--- config.mk ---
export PLATFORM = sky130hd
export DESIGN_NAME = mmd_divider
export DESIGN_NICKNAME = d
export VERILOG_FILES = /design/src/rtl/mmd_divider.sv
export SDC_FILE = /design/constraint.sdc
export NUM_CORES = 1
export LEC_CHECK = 0
export ABC_AREA = 1
export CORE_AREA = 2 2 52 54
export DETAILED_ROUTE_END_ITERATION = 6
export DIE_AREA = 0 0 54 56
export PLACE_DENSITY = 0.76
export SLEW_MARGIN = 20
export SYNTH_ARGS = -nofsm -noshare
export SYNTH_HDL_FRONTEND = slang
export SYNTH_SLANG_ARGS = --single-unit
--- constraint.sdc ---
create_clock -name clk -period 2.5 [get_ports clk]
set_input_delay 0.375 -clock clk [delete_from_list [all_inputs] [get_ports clk]]
set_output_delay 0.375 -clock clk [all_outputs]
set_load 0.01 [all_outputs]
--- src/rtl/mmd_divider.sv ---
// rtl/mmd_divider.sv - multi-modulus divider counter fed by the sigma-delta div_ctrl word (optional stats: DIV_STATS_EN)
module mmd_divider #(
    parameter int w        = 6,
    parameter int MIN_DIV  = 2,
    parameter int RST_DIV  = 30,
    parameter int AVG_LOG2 = 4
) (
    input  logic                  clk,
    input  logic                  rst,
    input  logic                  en,
    input  logic [w-1:0]          div_ctrl,
    input  logic                  mod_vld,
    output logic                  mod_rdy,
    input  logic                  clr_flags,
    output logic                  tick,
    output logic                  div_out,
    output logic [w-1:0]          mod_cur,
    output logic                  underrun,
    output logic                  clamped,
    output logic [w+AVG_LOG2-1:0] avg_sum,
    output logic                  avg_vld
);

    localparam logic [w-1:0] MIN_W = w'(MIN_DIV);
    localparam logic [w-1:0] RST_W = w'(RST_DIV);
    localparam logic [w-1:0] ONE_W = w'(1);

    typedef enum logic [1:0] {IDLE, LOAD, RUN} state_t;

    state_t         state;
    logic [w-1:0]   cnt;
    logic [w-1:0]   next_mod;
    logic           ctrl_low;

    assign ctrl_low = (div_ctrl < MIN_W);
    assign mod_rdy  = (state == LOAD) || ((state == RUN) && (cnt == '0) && en);
    assign tick     = (state == RUN) && (cnt == '0);
    assign div_out  = (state == RUN) && (cnt >= (mod_cur >> 1));

    // Modulus chosen at a load: clamped request, or the previous modulus when no word is offered
    always_comb begin
        next_mod = mod_cur;
        if (mod_vld) begin
            next_mod = ctrl_low ? MIN_W : div_ctrl;
        end
    end

    // Period FSM, down-counter, modulus register and sticky flags
    always_ff @(posedge clk) begin
        if (rst) begin
            state    <= IDLE;
            cnt      <= '0;
            mod_cur  <= RST_W;
            underrun <= 1'b0;
            clamped  <= 1'b0;
        end else begin
            case (state)
                IDLE: begin
                    if (en) begin
                        state <= LOAD;
                    end
                end
                LOAD: begin
                    state <= RUN;
                end
                RUN: begin
                    if (cnt != '0) begin
                        cnt <= cnt - ONE_W;
                    end else if (!en) begin
                        state <= IDLE;
                    end
                end
                default: begin
                    state <= IDLE;
                end
            endcase

            if (mod_rdy) begin
                mod_cur <= next_mod;
                cnt     <= next_mod - ONE_W;
            end

            // clear first so a same-cycle set event wins
            if (clr_flags) begin
                underrun <= 1'b0;
                clamped  <= 1'b0;
            end
            if (mod_rdy && !mod_vld) begin
                underrun <= 1'b1;
            end
            if (mod_rdy && mod_vld && ctrl_low) begin
                clamped <= 1'b1;
            end
        end
    end

`ifdef DIV_STATS_EN
    logic [w+AVG_LOG2-1:0] acc;
    logic [AVG_LOG2-1:0]   pcnt;
    logic [w+AVG_LOG2-1:0] sum_now;

    assign sum_now = acc + {{AVG_LOG2{1'b0}}, mod_cur};

    // Sum moduli over 2^AVG_LOG2 periods; publish and restart when the window closes
    always_ff @(posedge clk) begin
        if (rst) begin
            acc     <= '0;
            pcnt    <= '0;
            avg_sum <= '0;
            avg_vld <= 1'b0;
        end else begin
            avg_vld <= 1'b0;
            if (tick) begin
                if (pcnt == '1) begin
                    avg_sum <= sum_now;
                    avg_vld <= 1'b1;
                    acc     <= '0;
                    pcnt    <= '0;
                end else begin
                    acc  <= sum_now;
                    pcnt <= pcnt + AVG_LOG2'(1);
                end
                // a tick with en low is the entry to IDLE: window restarts
                if (!en) begin
                    acc  <= '0;
                    pcnt <= '0;
                end
            end
        end
    end
`else
    assign avg_sum = '0;
    assign avg_vld = 1'b0;
`endif

endmodule

==> results_dict.tcl <==
set metrics [dict create \
    status "finished clean" \
    chipWidth_um 54 \
    clk_pin_slew_ns 0.10 \
    n_antenna_cell 0 \
    power_uw 869.0 \
    cp-end-kind "output port" \
    area.growth.synth_to_final_pct 21.48 \
    clk_path_buf_depth 2 \
    ir_drop_uv 444.4 \
    drive_above_1_share_pct 11.24 \
    synthFlopType "dfxtp_1" \
    cts_tree "done" \
    layout.cells.non_filler 208 \
    avgSynthCellArea_um2 6.991 \
    n_fill_cell 227 \
    fin_nets 196 \
    fin_tns_setup_ns 0 \
    final_hold_viol_count 0 \
    cts.htree.levels 1 \
    yosysSeqAreaShare_pct 29.56 \
    setup_viol 0 \
    syn_area_um2 1084 \
    fin_worst_skew_ns 0.003155 \
    clock-root-buffer "clkbuf_4" \
    viasPerCell 5.149 \
    ioPinCount 33 \
    ys_warn_count 0 \
    synth_seq_cells 16 \
    insertion_delay_ns 0.29 \
    drv_cap 0 \
    synthDominantCellAreaShare_pct 29.56 \
    period_minus_slack_ns 2.409 \
    slew_viol_final 0 \
    port_buffers 21 \
    core_area_um2 2432 \
    place_inst 203 \
    fmax_ghz 0.4151 \
    cts_sinks 16 \
    critPathArrivalTime_ns 2.03 \
    final_util_pct 54.12 \
    synth_edf_count 0 \
    grt_pass1_vias 999 \
    seqCellArea_um2 322.8 \
    grt_overflow 0 \
    multi_input_area_um2 609.3 \
    die-area_um2 3024 \
    worstMarginPinSlew_ns 0.6455 \
    critical_path_class "reg2out" \
    fin_crit_sh_pct 96.37 \
    drc 0 \
    start_util_pct 44.55 \
    grt_pass1_wl_um 4167 \
    rsz0062_at_grt "no" \
    grt_use_total_pct 18.31 \
    die_h_um 56 \
    critPathRequiredTime_ns 2.12 \
    cts_made_buffers 3 \
    first_iter_violations 12 \
    whs_path_depth 1 \
    min_path_type "reg2reg" \
    power_leakage_uw 0.0006388 \
    grt_antenna_before_repair 0 \
    critPathLaunchType "register" \
    synth_area_leader_cell "dfxtp_1" \
    relSlewSlack_pct 56.71 \
    routed_wirelength_um 2486 \
    async_reset_ff_share_pct 0 \
    first_pass_iters 4 \
    ant_nets 0 \
    grt_max_degree 15 \
    synthCells 155 \
    ys_top_cells_by_area "dfxtp_1 (30%), nand2_1 (10%), inv_1 (8.0%), buf_4 (7.6%), ha_1 (6.9%)" \
    reg2reg_depth 13 \
    synth_cell_types 28 \
    avgRoutedWirePerCell_um 11.95 \
    power_density_nw_per_um2 660.2 \
    route.vias.total 1071 \
    cp_max_fo 14 \
    place_congestion 0.9557 \
    dp_hpwl_um 1884 \
    placementRows 18 \
]
## cell usage in the layout, fill, tap and decap left out, types with 2 or more instances in the layout
cell             count
nand2_1             30
inv_1               23
clkdlybuf4s50_1     20
dfxtp_1             14
o21ai_0             13
nor2_1              12
conb_1              11
a21oi_1             10
nand3_1              8
ha_1                 6
o211ai_1             4
clkbuf_4             3
nand2_2              2
o31ai_2              2
nand4_1              2
dfxtp_2              2
buf_4                2
## layer usage
layer | GRT usage [%] | up-vias | share of wire [%]
li1 | - | 529 | -
met1 | 23.31 | 484 | 42
met2 | 29.09 | 50 | 49
met3 | 3.495 | 8 | 7.6
met4 | 8.214 | 0 | 1.3
met5 | 0 | - | 0
## where the power goes
| part | internal [uW] | switching, uW |
|---|---|---|
| clock | 88.7 | 87.3 |
| combinational | 148 | 222 |
| sequential | 291 | 32.0 |
| total | 528 | 342 |
## registers in the layout (all words and copies together) (netlist names)
| signal | count |
|---|---|
| mod_cur | 6 |
| clamped | 1 |
| cnt | 6 |
| state | 2 |
| underrun | 1 |
## repair_timing
action | CTS | global route
pin swaps | 0 | 1
hold buffers | 0 | 0
setup endpoints to repair | 1 | 1
resized for setup | 2 | 5
endpoints found under the hold margin | 0 | 0
setup buffers | 0 | 1
## Yosys cell counts (2+ instances only)
cell,number
ha_1,6
dfxtp_1,16
clkbuf_1,2
nand3_1,8
nand4_1,2
nand2_2,2
nand2_1,30
buf_4,11
a21oi_1,11
nor2_1,12
inv_1,23
o21ai_0,13
o211ai_1,4
## cell type report
type / count / area share, %
Timing Repair Buffer: 23 / 16.73
Tap cell: 30 / 2.852
Sequential cell: 16 / 24.52
Clock buffer: 4 / 2.757
Inverter: 24 / 6.844
Multi-Input combinational cell: 111 / 46.29
## path summary, 6_finish.rpt
check            from        to  slack, ns
max            cnt[0]   mod_rdy       0.09
min          state[1]  state[0]       0.44
max reg2reg    cnt[0]    cnt[4]       0.29
min reg2reg  state[1]  state[0]       0.44
## logic make-up (layout without fill, tap and decap cells)
kind of cell,Yosys count,in the layout,share of synthesized area (%)
xor+xnor,1,1,0.8085
other cells,1,11,0.3461
flops,16,16,29.56
compound gates,33,33,17.78
buf+inv,38,51,18.48
fa+ha+maj,6,6,6.928
simple gates,60,60,26.10
## per-stage QoR
stage	area [um2]	setup slack, ns	hold WS [ns]
2_1_floorplan	1121	0.6208	0.3976
3_3_place_gp	1266	0.2216	0.4077
3_5_place_dp	1266	0.1886	0.4282
4_1_cts	1303	0.09552	0.4378
5_1_grt	1316	0.01116	0.4514
6_report	1316	0.09077	0.4355
## critical path, stage by stage, from the launching register on
cell,delay (ns)
dfxtp_2,0.34
buf_4,0.14
or2_4,0.26
nor2_4,0.15
nand3_4,0.11
nand2_4,0.18
clkdlybuf4s50_1,0.58
(Power assumes the default switching activity.)
